<file path="src/rtl/nn_seq_pkg.sv">
// Shared types for the layer sequencer: layer state encoding, buffer
// occupancy and the ping-pong bank pointer convention.
package nn_seq_pkg;

  typedef enum logic [3:0] {
    ST_IDLE    = 4'd0,
    ST_START   = 4'd1,
    ST_BUSY    = 4'd2,
    ST_DONE    = 4'd3,
    ST_TIMEOUT = 4'd4
  } layer_state_e;

  // Frames held in one two-bank activation buffer: 0, 1 or 2.
  typedef logic [1:0] occ_t;
  localparam occ_t OCC_EMPTY = 2'd0;
  localparam occ_t OCC_FULL  = 2'd2;

  // A bank pointer selects one half of a ping-pong buffer; every pointer
  // starts on bank A and toggles once per frame written or consumed.
  typedef logic bank_t;
  localparam bank_t BANK_A = 1'b0;

endpackage

</file>
<file path="src/rtl/nn_layer_ctrl.sv">
// Per-layer launch/completion FSM with BUSY timeout and the bank selects
// captured for the frame in flight.
module nn_layer_ctrl
  import nn_seq_pkg::*;
#(
  parameter int unsigned TIMEOUT_CYCLES = 24'hFFFFFF
) (
  input  logic       clk,
  input  logic       rst_n,
  input  logic       launch_ok,
  input  logic       layer_done,
  input  bank_t      rd_bank,
  input  bank_t      wr_bank,
  output logic       ready,
  output logic [3:0] state,
  output logic       completed,
  output logic       idle,
  output logic       timed_out,
  output bank_t      in_bank,
  output bank_t      out_bank
);

  localparam int unsigned TO_W = (TIMEOUT_CYCLES < 2) ? 1 : $clog2(TIMEOUT_CYCLES);
  localparam logic [TO_W-1:0] TO_LAST = TO_W'(TIMEOUT_CYCLES - 1);

  layer_state_e    state_q, state_d;
  logic [TO_W-1:0] to_cnt;

  always_ff @(posedge clk) begin
    if (!rst_n) begin
      state_q  <= ST_IDLE;
      to_cnt   <= '0;
      in_bank  <= BANK_A;
      out_bank <= BANK_A;
    end else begin
      state_q <= state_d;
      if (state_q == ST_START)
        to_cnt <= '0;
      else if (state_q == ST_BUSY)
        to_cnt <= to_cnt + TO_W'(1);
      if (state_q == ST_IDLE && launch_ok) begin
        in_bank  <= rd_bank;
        out_bank <= wr_bank;
      end
    end
  end

  // BUSY lasts at most TIMEOUT_CYCLES cycles; a done on the last one still wins.
  always_comb begin
    state_d   = state_q;
    completed = 1'b0;
    case (state_q)
      ST_IDLE:    if (launch_ok) state_d = ST_START;
      ST_START:   state_d = ST_BUSY;
      ST_BUSY: begin
        if (layer_done) begin
          state_d   = ST_DONE;
          completed = 1'b1;
        end else if (to_cnt == TO_LAST) begin
          state_d = ST_TIMEOUT;
        end
      end
      ST_DONE:    state_d = ST_IDLE;
      ST_TIMEOUT: state_d = ST_TIMEOUT;
      default:    state_d = ST_IDLE;
    endcase
  end

  assign ready     = (state_q == ST_START);
  assign idle      = (state_q == ST_IDLE);
  assign timed_out = (state_q == ST_TIMEOUT);
  assign state     = state_q;

endmodule

</file>
<file path="src/rtl/nn_layer_sequencer.sv">
// Sequences NUM_LAYERS layer engines through a chain of ping-pong activation
// buffers, sequentially or pipelined, with timeout flags and a frame counter.
module nn_layer_sequencer
  import nn_seq_pkg::*;
#(
  parameter int unsigned NUM_LAYERS     = 3,
  parameter int unsigned DONE_W         = 7,
  parameter int unsigned STATE_W        = 4,
  parameter int unsigned TIMEOUT_CYCLES = 2**24 - 1,
  parameter int unsigned CNT_W          = 16
) (
  input  logic                          clk_clk,
  input  logic                          reset_reset_n,
  input  logic                          mode_pipelined,
  input  logic                          start_valid,
  output logic                          start_ready,
  output logic                          hps_wr_bank,
  output logic [NUM_LAYERS-1:0]         layer_ready,
  input  logic [NUM_LAYERS-1:0]         layer_done,
  output logic [NUM_LAYERS-1:0]         layer_in_bank,
  output logic [NUM_LAYERS-1:0]         layer_out_bank,
  output logic [NUM_LAYERS*STATE_W-1:0] layer_state,
  input  logic [DONE_W-1:0]             result_code,
  output logic                          result_valid,
  output logic [DONE_W-1:0]             result_data,
  input  logic                          result_ack,
  output logic [NUM_LAYERS-1:0]         timeout_err,
  output logic                          busy,
  output logic [CNT_W-1:0]              frame_count
);

  localparam int unsigned LAST = NUM_LAYERS - 1;

  occ_t  occ    [NUM_LAYERS];
  bank_t wr_ptr [NUM_LAYERS];
  bank_t rd_ptr [NUM_LAYERS];

  logic [NUM_LAYERS-1:0] inc, dec, cand, launch, idle, completed;
  logic [3:0]            st [NUM_LAYERS];
  logic                  mode_q, any_occ, any_active, handshake;

  always_comb begin
    any_occ = 1'b0;
    for (int unsigned b = 0; b < NUM_LAYERS; b++)
      any_occ = any_occ | (occ[b] != OCC_EMPTY);
  end

  assign any_active  = ~&idle;
  assign busy        = any_occ | any_active | result_valid;
  assign start_ready = mode_q ? (occ[0] < OCC_FULL) : !busy;
  assign handshake   = start_valid && start_ready;
  assign hps_wr_bank = wr_ptr[0];

  // Buffer b is written by layer b-1 (the HPS for b=0) and read by layer b.
  assign inc = {completed[NUM_LAYERS-2:0], handshake};
  assign dec = completed;

  // Sequential mode admits one layer at a time; lowest index wins a tie.
  assign launch = mode_q ? cand
                         : (any_active ? '0 : (cand & (~cand + NUM_LAYERS'(1))));

  always_ff @(posedge clk_clk) begin
    if (!reset_reset_n) begin
      mode_q <= 1'b0;
      for (int unsigned b = 0; b < NUM_LAYERS; b++) begin
        occ[b]    <= OCC_EMPTY;
        wr_ptr[b] <= BANK_A;
        rd_ptr[b] <= BANK_A;
      end
    end else begin
      if (!busy) mode_q <= mode_pipelined;
      for (int unsigned b = 0; b < NUM_LAYERS; b++) begin
        if (inc[b]) wr_ptr[b] <= ~wr_ptr[b];
        if (dec[b]) rd_ptr[b] <= ~rd_ptr[b];
        if (inc[b] && !dec[b])
          occ[b] <= occ[b] + 2'd1;
        else if (dec[b] && !inc[b])
          occ[b] <= occ[b] - 2'd1;
      end
    end
  end

  always_ff @(posedge clk_clk) begin
    if (!reset_reset_n) begin
      result_valid <= 1'b0;
      result_data  <= '0;
      frame_count  <= '0;
    end else if (completed[LAST]) begin
      result_valid <= 1'b1;
      result_data  <= result_code;
      frame_count  <= frame_count + CNT_W'(1);
    end else if (result_ack && result_valid) begin
      result_valid <= 1'b0;
    end
  end

  for (genvar k = 0; k < NUM_LAYERS; k++) begin : g_layer
    logic  out_free;
    bank_t next_wr;

    if (k < NUM_LAYERS - 1) begin : g_mid
      assign out_free = (occ[k+1] < OCC_FULL);
      assign next_wr  = wr_ptr[k+1];
    end else begin : g_last
      assign out_free = !result_valid;
      assign next_wr  = BANK_A;
    end

    assign cand[k] = idle[k] && (occ[k] != OCC_EMPTY) && out_free;

    nn_layer_ctrl #(
      .TIMEOUT_CYCLES(TIMEOUT_CYCLES)
    ) u_ctrl (
      .clk        (clk_clk),
      .rst_n      (reset_reset_n),
      .launch_ok  (launch[k]),
      .layer_done (layer_done[k]),
      .rd_bank    (rd_ptr[k]),
      .wr_bank    (next_wr),
      .ready      (layer_ready[k]),
      .state      (st[k]),
      .completed  (completed[k]),
      .idle       (idle[k]),
      .timed_out  (timeout_err[k]),
      .in_bank    (layer_in_bank[k]),
      .out_bank   (layer_out_bank[k])
    );

    assign layer_state[k*STATE_W +: STATE_W] = STATE_W'(st[k]);
  end

endmodule

</file>
<file path="config.mk">
export PLATFORM = sky130hd
export DESIGN_NAME = nn_layer_sequencer
export DESIGN_NICKNAME = d
export VERILOG_FILES = /design/src/rtl/nn_seq_pkg.sv /design/src/rtl/nn_layer_ctrl.sv /design/src/rtl/nn_layer_sequencer.sv
export SDC_FILE = /design/constraint.sdc
export NUM_CORES = 1
export LEC_CHECK = 0
export CORE_UTILIZATION = 29
export DETAILED_ROUTE_END_ITERATION = 16
export PLACE_DENSITY = 0.53
export SLEW_MARGIN = 5
export SYNTH_ARGS = -nofsm -noshare
export SYNTH_HDL_FRONTEND = slang
export SYNTH_SLANG_ARGS = --single-unit
</file>
<file path="constraint.sdc">
create_clock -name clk_clk -period 3.3 [get_ports clk_clk]
set_clock_uncertainty 0.2 [all_clocks]
set_input_delay 0.495 -clock clk_clk [delete_from_list [all_inputs] [get_ports clk_clk]]
set_output_delay 0.495 -clock clk_clk [all_outputs]
set_load 0.05 [all_outputs]
</file>
# Yosys cells after proc, flatten, opt, wreduce, memory -nomap -nowiden
# Memory sizes are Yosys's and may differ from the RTL's.
# Index checks and enable logic that the tools add are counted.
# word_totals
register_bits	114
latch_bits	0
ram_bits	12
mem_bits_ro	0
inputBits	15
wordCells	182
mem_count	3
# op_classes
add_sub_neg	11
n_mul	0
div	0
order_cmp	3
eq_ne	18
shifts	0
muxes	69
n_bitwise	25
n_reduce_logical	38
# mem_list
memory	depth	width	rd	rd_ports_with_merged_regs	wr	line	text
occ	3	2	3	0	3	nn_layer_sequencer.sv:34	occ_t occ [NUM_LAYERS];
rd_ptr	3	1	3	0	3	nn_layer_sequencer.sv:36	bank_t rd_ptr [NUM_LAYERS];
wr_ptr	3	1	3	0	3	nn_layer_sequencer.sv:35	bank_t wr_ptr [NUM_LAYERS];
# ops
op	n
24-bit by 1-bit adder with 24-bit output, second input constant	3
24-bit == test, second input constant	3
1-bit two-way mux	49
4-bit case mux with 4 select lines	3
4-bit two-way mux	9
1-bit logical AND	17
16-bit by 1-bit adder with 16-bit output, second input constant	1
1-bit bitwise OR	16
4-bit by 1-bit == test with 1-bit output, second input constant	3
4-bit by 2-bit == test with 1-bit output, second input constant	3
4-bit by 3-bit == test with 1-bit output, second input constant	3
4-bit logical NOT	3
2-bit two-way mux	6
3-bit inequality test, second input constant	3
2-bit nonzero test	4
1-bit logical NOT	7
1-bit inverter	7
2-bit by 1-bit adder with 2-bit output, second input constant	3
2-bit less-than comparator, second input constant	3
3-bit two-way mux	2
2-bit inequality test, second input constant	3
2-bit AND reduction	3
2-bit OR reduction	3
2-bit by 1-bit subtractor with 2-bit output, second input constant	3
4 further kinds	4

# Longest topological paths before layout
# Gate-level depths: netlist of the first run.
# An unclocked memory read counts as a cell.
# logic_depth
ltp_word	16
mapped_depth	7
mapped_depth_nobuf	7

# Modules after synthesis
# A second synthesis of the first run with hierarchy kept.
# hier_totals
cells_unflattened	682
area_unflattened_um2	5970.7
# modules_own_cells
mod	instances	cells_each	area_each_um2	seq_area_each_um2
nn_layer_ctrl	3	164	1377.6	580.6
nn_layer_sequencer	1	190	1838.0	860.8

# Least setup slack after synthesis of the first run
# OpenSTA, ideal clock, no wires.
# synth_timing
kind	reg2out
startpoint	register g_layer[2].u_ctrl.state_q[1]
endpoint	output port start_ready
t_arrival_ns	2.534
required_ns	2.605
setup_slack_ns	0.071
stages_incl_launch_ff	6
cell_sequence	dfxtp_1 buf_2 nor3_4 nand3_1 nand4b_1 o21ai_0
# synth_via
elab_chain_cells	7
# synth_rtl
element	line	text
start: declaration	nn_layer_ctrl.sv:26	layer_state_e state_q, state_d;
start signal: assignment	nn_layer_ctrl.sv:36	state_q <= state_d;
4-bit logical NOT	nn_layer_ctrl.sv:70	assign idle = (state_q == ST_IDLE);
3-bit AND reduction	nn_layer_sequencer.sv:48	assign any_active = ~&idle;
1-bit logical NOT	nn_layer_sequencer.sv:48	
1-bit bitwise OR (2 in series)	nn_layer_sequencer.sv:49	assign busy = any_occ | any_active | result_valid;
net busy	nn_layer_sequencer.sv:28	output logic busy,
1-bit logical NOT	n/a	
1-bit two-way mux	nn_layer_sequencer.sv:50	assign start_ready = mode_q ? (occ[0] < OCC_FULL) : !busy;
end: declaration	nn_layer_sequencer.sv:16	output logic start_ready,
# The timed path passes the listed nets, and every way through them passes these cells.

# Worst setup path after layout of the first run
# layout_timing
startpoint	register g_layer[2].u_ctrl.state_q[0]
endpoint	output port busy
# layout_via
elab_chain_cells	5
# layout_rtl
element	line
4-bit logical NOT	nn_layer_ctrl.sv:70
3-bit AND reduction	nn_layer_sequencer.sv:48
1-bit logical NOT	nn_layer_sequencer.sv:48
1-bit bitwise OR (2 in series)	nn_layer_sequencer.sv:49
end: declaration	nn_layer_sequencer.sv:28
# Every way passes these cells.

==> impl_results.md, run 1 <==
* PwrDens at 639 mW/mm2
* PortBufs at 61
* Nets at 754
* CP arrival at 2.43 ns
* Vias per std cell at 4.59
* Final Hold Viols at 0
* Vias in the first global route at 4,302
* Final period util at 94.6%
* CP max FO at 13
* Area growth syn-to-layout at 21.0%
* Gr ovfl total at 0
* Synth top area share at 36.3%
* WL per Instance at 13.0 um
* Post-route minimum period at 3.12 ns
* Die area at 0.0217 mm2
* H-tree Lvls at 4
* WP buf/inv at 1
* Largest net degree at the start of global routing at 30
* Max IR drop VDD at 0.000401 V
* Initial core utilization at 29.9%
* Core ar. at 0.0205 mm2
* Cts hold-fix bufs at 0
* Post-synth EDFFs at 12
* DIE HEIGHT at 147 um
* Outcome: finished clean
* Setup bufs post-CTS at 0
* Initial DRC Count at 316
* Crit path cell chain: nor3_4 -> nand3_1 -> nand4b_1 -> clkdlybuf4s50_1
* Die width at 147 um
* Setup-failing EPs final at 0
* DR DRC count at 0
* Clock root buffer: clkbuf_16
* Fraction of layout cells with a size suffix above 1 at 9.14%
* FP Rows at 52
* CP top delay family: buffers and inverters
* Setup CP Type: register to output pin
* Slew margin rel. at 44.9%
* Syn avg cell area at 8.90 um2
* Type of the worst min-delay path: register to register
* CTS clk-pin slew, worst paths at 0.06 ns
* Standby leakage power at 2.63 nW
* Core Util, Final at 36.2%
* Achievable frequency at 320 MHz
* CP Capture Type: output pin
* Top cell type by total area after synthesis: dfxtp_1
* Most frequent cells after synthesis: 111 x dfxtp_1, 85 x nor2_1, 67 x nand2_1
* Top area cells in the synthesized netlist: dfxtp_1 36%, xor2_1 6.0%, edfxtp_1 5.9%
* Asr flop ratio synth at 0%
* TritonCTS clock tree: yes
* Synth Warn # at 0
* Global-route wire length before repair at 21,700 um
* Fillers at 2,117
* Slew Viols, Final at 0
* Sequential share of the synthesized area at 42.2%
* Remaining antenna violation count at 0
* Detailed Route WL at 13,100 um
* Clk buf depth at 2
* ANT cells at 0
* CTS Buf Count at 17
* Flip-flop and latch count after synthesis at 123
* Top FF cell, synth: dfxtp_1
* Req. time, crit path at 2.60 ns
* Overall Global Routing Usage at 12.6%
* Setup TNS at 0 ns
* Worst setup SP type: register
* Max-Cap Viols at 0
* Vias at 4,656
* GP Congestion at 0.776
* RSZ-0062 raised after global routing: no
* Initial antenna violation count at 0
* Netlist Area Pre-Place at 0.00612 mm2
* Post-detail-place hpwl at 8980 um
* DR pass1 iterations at 4
* CP max stage cell: clkdlybuf4s50_1
* Synth unique cells at 64
* Top-count cell post-synth: dfxtp_1
* Total chip power at 0.00474 W
* Placed Cells at 982
* Worst-Skew Late Latency at 0.42 ns
* PostCTS Resize Cnt at 0
* Worst Tran Pin Value at 0.826 ns
* Sink Count at 123
* Finished Layout Cells at 1,014
* Slowest stage delay, CP at 0.77 ns
* Gate Count Post-Synth at 688
* I/O pin count at 66
path summary, 6_finish.rpt:
check,from,to,slack [ns],cells past startpoint
hold reg to reg,g_layer[2].u_ctrl.in_bank,g_layer[2].u_ctrl.in_bank,0.26,2
setup reg to reg,g_layer[2].u_ctrl.state[1],occ[0][0],0.83,5
setup / recovery,g_layer[2].u_ctrl.state[0],busy,0.18,4
hold / removal,g_layer[2].u_ctrl.in_bank,g_layer[2].u_ctrl.in_bank,0.26,2
cell usage in the layout, fill, tap and decap left out, types with 12 or more instances in the layout:
| master | count |
|---|---|
| dfxtp_1 | 111 |
| nor2_1 | 85 |
| nand2_1 | 67 |
| clkdlybuf4s50_1 | 59 |
| xor2_1 | 42 |
| xnor2_1 | 32 |
| nand3_1 | 30 |
| nand4_1 | 26 |
| o21ai_0 | 21 |
| and2_1 | 20 |
| clkbuf_16 | 17 |
| inv_1 | 16 |
| a21oi_1 | 16 |
| nor3_1 | 14 |
| and3_1 | 14 |
| nor3_2 | 12 |
| edfxtp_1 | 12 |
through the flow:
step	setup WS, ns	cell area, um2	hold WS (ns)
2_1_floorplan	0.0708	6140	0.235
3_3_place_gp	0.611	6860	0.254
3_5_place_dp	0.579	6860	0.262
4_1_cts	0.125	7410	0.257
5_1_grt	0.00561	7410	0.286
6_report	0.177	7410	0.262
power by group:
part	internal (W)	switching, W
clock	0.00109	0.000659
sequential	0.00163	0.000143
combinational	0.000444	0.000774
total	0.00316	0.00158
routing by layer:
metal	part of all wire, %	up-vias	global-route usage, %
met5	0	-	0
met4	1.6	0	5.36
met1	52	2109	17.4
met2	43	82	18.0
met3	3.9	19	3.54
li1	-	2446	-
worst reg2reg max path: cells and delay by family (launching register included):
kind | cells | cell delay [ns]
buffers and inverters | 1 | 0.21
DFF | 1 | 0.66
and+or+nand+nor | 4 | 1.15
state kept, by name (all words and copies together), names as in the netlist:
signal / cells
result_data: 7
g_layer.u_ctrl.to_cnt: 72
wr_ptr: 3
g_layer.u_ctrl.out_bank: 2
rd_ptr: 3
result_valid: 1
frame_count: 16
g_layer.u_ctrl.state: 9
g_layer.u_ctrl.in_bank: 3
mode_q: 1
occ: 6
area by class of cell:
| type | instances | area, um2 | share of cell area [%] |
|---|---|---|---|
| multi-input cells | 505 | 3230 | 43.5 |
| flip-flops and latches | 123 | 2580 | 34.8 |
| repair buffers | 68 | 656 | 8.85 |
| clock buffers | 24 | 482 | 6.50 |
| well taps | 270 | 338 | 4.56 |
| clock inverters | 8 | 67.6 | 0.912 |
| inverters | 16 | 60.1 | 0.810 |
logic make-up (layout without fill, tap and decap cells):
group / Yosys count / after routing / share of synthesized area [%]
xor gates and xnor gates: 74 / 74 / 10.6
AOI/OAI and AO/OA: 75 / 75 / 7.58
and+or+nand+nor: 338 / 338 / 31.7
buffers and inverters: 63 / 116 / 5.33
other: 1 / 4 / 0.0612
adders and majority gates: 8 / 8 / 1.63
DFF: 123 / 123 / 42.2
muxes: 6 / 6 / 0.981
(Power assumes the default switching activity.)
==> run 2: changes to the inputs <==
- CORE_ASPECT_RATIO: unset -> 0.6
==> run 2 against run 1 <==
  * Cell area grew 1.6%
  * Setup slack gained 0.14 ns
  * Sequential share of layout area shrank 0.54 points
  * Core utilization grew 0.80 points
  * Power grew 6.0%
  * Flip-flop and latch count is the same
  * Register-to-register slack is essentially flat
  * Global-route usage grew 0.88 points
  * Combinational power grew 3%
  * Worst hold slack lost 0.0027 ns
  * Maximum frequency grew 4.7%
  * Clock-buffer cell count shrank 5
  * Highest routed layer unchanged
==> impl_results.md, run 2 (synthesis results as in run 1) <==
* Outcome: finished clean
* Worst-Skew Late Latency at 0.41 ns
* Achievable frequency at 335 MHz
* Vias at 4,653
* TritonCTS clock tree: yes
* GP Congestion at 0.802
* Post-detail-place hpwl at 9740 um
* CP max stage cell: clkdlybuf4s50_1
* H-tree Lvls at 4
* Max IR drop VDD at 0.000359 V
* Vias in the first global route at 4,247
* Die area at 0.0217 mm2
* DR DRC count at 0
* FP Rows at 40
* WP buf/inv at 1
* Power share of the clock group at 39.6%
* CTS clk-pin slew, worst paths at 0.06 ns
* Core ar. at 0.0204 mm2
* I/O pin count at 66
* Req. time, crit path at 2.60 ns
* Post-route minimum period at 2.98 ns
* Fraction of layout cells with a size suffix above 1 at 10.0%
* Setup-failing EPs final at 0
* Multi-input logic area at 0.00323 mm2
* Die width at 190 um
* CTS Buf Count at 17
* Nets at 757
* Reg power frac at 35.3%
* Gate power share at 25.1%
* Worst setup SP type: register
* Vias per std cell at 4.56
* Most frequent cells in the layout: 111 x dfxtp_1, 85 x nor2_1, 67 x nand2_1, 58 x clkdlybuf4s50_1, 42 x xor2_1
* Fillers at 2,052
* CP top delay family: buffers and inverters
* Detailed Route WL at 13,800 um
* Crit path cell chain: nor3b_1 -> clkdlybuf4s50_1
* Clock root buffer: clkbuf_16
* Sw frac at 32.9%
* Total chip power at 0.00502 W
* DIE HEIGHT at 115 um
* Final period util at 90.4%
* WL per Instance at 13.6 um
* Slew margin rel. at 59.5%
* CP Capture Type: output pin
* Initial core utilization at 30.1%
* PortBufs at 61
* Initial DRC Count at 237
* Standby leakage power at 2.67 nW
* CP arrival at 2.29 ns
* Overall Global Routing Usage at 13.4%
* Worst Tran Pin Value at 0.602 ns
* Slew Viols, Final at 0
* CP max FO at 13
* Cts hold-fix bufs at 0
* Initial antenna violation count at 0
* Type of the worst min-delay path: register to register
* ANT cells at 0
* PwrDens at 667 mW/mm2
* Cell internal pwr at 0.00337 W
* Largest net degree at the start of global routing at 35
* Max-Cap Viols at 0
* Setup CP Type: register to output pin
* Area growth syn-to-layout at 22.9%
* Global-route wire length before repair at 22,800 um
* Sink Count at 123
* Remaining antenna violation count at 0
* Max reg flops at 72
* Clk buf depth at 2
* Most common cell after layout, fill and taps aside: dfxtp_1
* DR pass1 iterations at 5
* Slowest stage delay, CP at 0.86 ns
* Setup TNS at 0 ns
* Largest Register: g_layer.u_ctrl.to_cnt
* Reg area at 0.00258 mm2
* RSZ-0062 raised after global routing: no
* Gr ovfl total at 0
* Final Hold Viols at 0
* Net Sw Power at 0.00165 W
[run 2: cell types whose count changed in the layout (fill, tap and decap cells not counted), sizes merged]
cell and change:
inv +1, buf +3, bufinv +2, dlymetal6s2s +1, clkinvlp +2, clkdlybuf4s50 -1, clkbuf -5
[run 2: final timing paths]
kind                              start                        end  slack [ns]  cells past startpoint
min           g_layer[2].u_ctrl.in_bank  g_layer[2].u_ctrl.in_bank        0.26                      2
max reg2reg  g_layer[2].u_ctrl.state[1]                  occ[2][0]        0.84                      5
max          g_layer[2].u_ctrl.state[0]             layer_ready[2]        0.32                      2
min reg2reg   g_layer[2].u_ctrl.in_bank  g_layer[2].u_ctrl.in_bank        0.26                      2
[run 2: routing by layer]
metal	global-route usage [%]	vias up	part of all wire [%]
met5	0	-	0
met4	3.06	0	0.69
met3	4.96	8	6.4
met2	16.7	78	36
met1	20.9	2112	57
li1	-	2455	-
[run 2: through the flow]
step                      hold WS (ns)  instances  utilization (%)  setup slack [ns]  area (um2)
after floorplan                  0.235        691                -            0.0708        6140
after global placement           0.252        988             33.8             0.617        6890
after detailed placement         0.251        988             33.8             0.579        6890
after CTS                        0.265       1020             37.0             0.123        7530
after global routing             0.286       1020             37.0             0.224        7530
final                            0.259       1020             37.0             0.318        7530
[run 2: timing repair]
| item | 4_1_cts | 5_1_grt |
|---|---|---|
| setup buffers | 0 | 0 |
| gates resized for setup | 0 | 1 |
| endpoints found under the setup margin | 0 | 1 |
| endpoints found under the hold margin | 0 | 0 |
[run 2: power groups by stage]
stage	Sequential, W	Combinational (W)	Clock (W)
CTS	0.00177	0.00127	0.00204
floorplan	0.00190	0.000826	0
finish	0.00177	0.00126	0.00199
detailed placement	0.00180	0.00127	0
global route	0.00180	0.00137	0.00211
global placement	0.00180	0.00128	0
[run 2: worst min-delay path, stage by stage (launching register included)]
cell and delay [ns]:
dfxtp_1 0.31, nand2_1 0.05, mux2i_1 0.05
[run 2: cell type report]
type / count / share of cell area, %
Tap cell: 273 / 4.54
Sequential cell: 123 / 34.3
Timing Repair Buffer: 71 / 9.04
Multi-Input combinational cell: 505 / 42.9
Clock inverter: 13 / 2.16
Clock buffer: 19 / 6.31
Inverter: 16 / 0.798
==> run 3: changes to the inputs <==
- SETUP_SLACK_MARGIN: unset -> 0.4
==> run 3 against run 2 <==
  * Non-clock buffer count grew 2
  * Setup slack gained 0.19 ns
  * Cell count grew 0.20%
  * Clock-buffer cell count increased by 2
  * Flip-flop and latch count unchanged
  * Cell area fell by 0.43%
  * Register-to-register slack worse by 0.09 ns
  * Maximum frequency rose by 6.8%
  * Sequential power hardly changed
  * Core utilization decreased by 0.16 points
  * Largest cell class unchanged
  * Highest routed layer unchanged
==> impl_results.md, run 3 (synthesis results as in run 1) <==
* Die area at 0.0217 mm2
* Slowest stage delay, CP at 0.47 ns
* DR DRC count at 0
* Fraction of layout cells with a size suffix above 1 at 10.3%
* Core ar. at 0.0204 mm2
* RSZ-0062 raised after global routing: yes
* Final worst setup slack at 0.509 ns
* Worst Tran Pin Value at 0.642 ns
* Vias at 4,733
* Die width at 190 um
* FP Rows at 40
* CTS Buf Count at 17
* Slew Viols, Final at 0
* Vias in the first global route at 4,309
* H-tree Lvls at 4
* Cell repeated most along the worst path: buf_4
* Initial antenna violation count at 1
* Final Hold Viols at 0
* Most frequent cells in the layout: 111 x dfxtp_1, 85 x nor2_1, 67 x nand2_1, 54 x clkdlybuf4s50_1, 42 x xor2_1
* Pre-CTS setup slack at 0.621 ns
* GP Congestion at 0.780
* Clock root buffer: clkbuf_16
* Multi-input logic area at 0.00324 mm2
* PwrDens at 654 mW/mm2
* CP arrival at 2.10 ns
* Worst setup SP type: register
* Sink Count at 123
* Largest net degree at the start of global routing at 38
* CP max FO at 13
* Type of the worst min-delay path: register to register
* Area growth syn-to-layout at 22.4%
* Initial DRC Count at 257
* Worst-Skew Late Latency at 0.41 ns
* Largest Register: g_layer.u_ctrl.to_cnt
* Final period util at 84.6%
* Gr ovfl total at 0
* Post-detail-place hpwl at 9850 um
* I/O pin count at 66
* Achievable frequency at 358 MHz
* Fillers at 2,055
* DIE HEIGHT at 115 um
* Vias per std cell at 4.63
* Remaining antenna violation count at 0
* Slew margin rel. at 56.9%
* CTS clk-pin slew, worst paths at 0.06 ns
* Outcome: finished clean
* Setup-failing EPs final at 0
* Finished Layout Cells at 1,022
* Placed Cells at 990
* Setup CP Type: register to output pin
* TritonCTS clock tree: yes
* Initial core utilization at 30.1%
* CP max stage cell: dfxtp_1
* Global-route wire length before repair at 23,200 um
* Setup TNS at 0 ns
* DR pass1 iterations at 5
* Nets at 759
* Standby leakage power at 2.70 nW
* Post-route minimum period at 2.79 ns
* PortBufs at 61
* Max reg flops at 72
* ANT cells at 0
* Core Util, Final at 36.8%
* CP Capture Type: output pin
* Most common cell after layout, fill and taps aside: dfxtp_1
* Reg area at 0.00258 mm2
* Flop-to-flop setup slack at 0.75 ns
* WL per Instance at 13.7 um
* Overall Global Routing Usage at 13.7%
* Req. time, crit path at 2.60 ns
* Max-Cap Viols at 0
* Max IR drop VDD at 0.000331 V
* Clk buf depth at 2
* Cts hold-fix bufs at 0
* Detailed Route WL at 14,000 um
* Crit path cell chain: nor3_4 -> nand3_1 -> nand4b_1 -> buf_4 -> o21ai_4 -> buf_4
## run 3: cell count changes in the layout (fill, tap and decap cells not counted), sizes merged
cell / previous run / this run
clkdlybuf4s50: 58 / 54
clkbuf: 19 / 22
buf: 12 / 14
clkinvlp: 3 / 1
dlygate4sd2: 0 / 2
bufinv: 3 / 2
clkinv: 6 / 7
dlygate4sd1: 0 / 1
## run 3: power breakdown
group	switching [W]	internal, W	leakage (nW)
Combinational	0.000817	0.000464	1.39
Clock	0.000675	0.00117	0.292
Sequential	0.000146	0.00163	1.02
Total	0.00164	0.00327	2.70
## run 3: area by class of cell
type | instances | area share, %
Inverter | 16 | 0.801
Sequential cell | 123 | 34.4
Multi-Input combinational cell | 505 | 43.2
Clock buffer | 21 | 6.29
Clock inverter | 11 | 1.55
Tap cell | 273 | 4.56
Timing Repair Buffer | 73 | 9.16
## run 3: final timing paths
path / from / endpoint / cells past startpoint
hold reg to reg: g_layer[2].u_ctrl.in_bank / g_layer[2].u_ctrl.in_bank / 2
setup reg to reg: g_layer[2].u_ctrl.state[1] / occ[1][0] / 5
setup / recovery: g_layer[2].u_ctrl.state[0] / start_ready / 6
hold / removal: g_layer[2].u_ctrl.in_bank / g_layer[2].u_ctrl.in_bank / 2
## run 3: through the flow
step                power [W]  hold slack [ns]  instance area [um2]
CTS                   0.00496            0.263                 7500
floorplan             0.00273            0.235                 6150
detailed placement    0.00310            0.252                 6920
finish                0.00490            0.259                 7500
global route          0.00517            0.290                 7500
global placement      0.00311            0.255                 6920
## run 3: timing repair
| item | in CTS | in global routing |
|---|---|---|
| endpoints found under the setup margin | 4 | 3 |
| buffers inserted | 0 | 0 |
| gates resized for setup | 4 | 5 |
## run 3: critical path: cells and delay by family (launching register included)
| kind | cells | cell delay (ns) |
|---|---|---|
| DFF | 1 | 0.47 |
| and+or+nand+nor | 3 | 0.74 |
| AOI/OAI and AO/OA | 1 | 0.04 |
| buffers and inverters | 2 | 0.42 |
## run 3: metal layers
| layer | GRT usage [%] | up-vias | share of wire, % | routed length [um] |
|---|---|---|---|---|
| met5 | 0 | - | 0 | 0 |
| met4 | 4.84 | 0 | 0.25 | 35 |
| met3 | 3.71 | 2 | 5.2 | 720 |
| met2 | 16.7 | 81 | 37 | 5160 |
| met1 | 21.8 | 2193 | 58 | 8040 |
| li1 | - | 2457 | - | - |
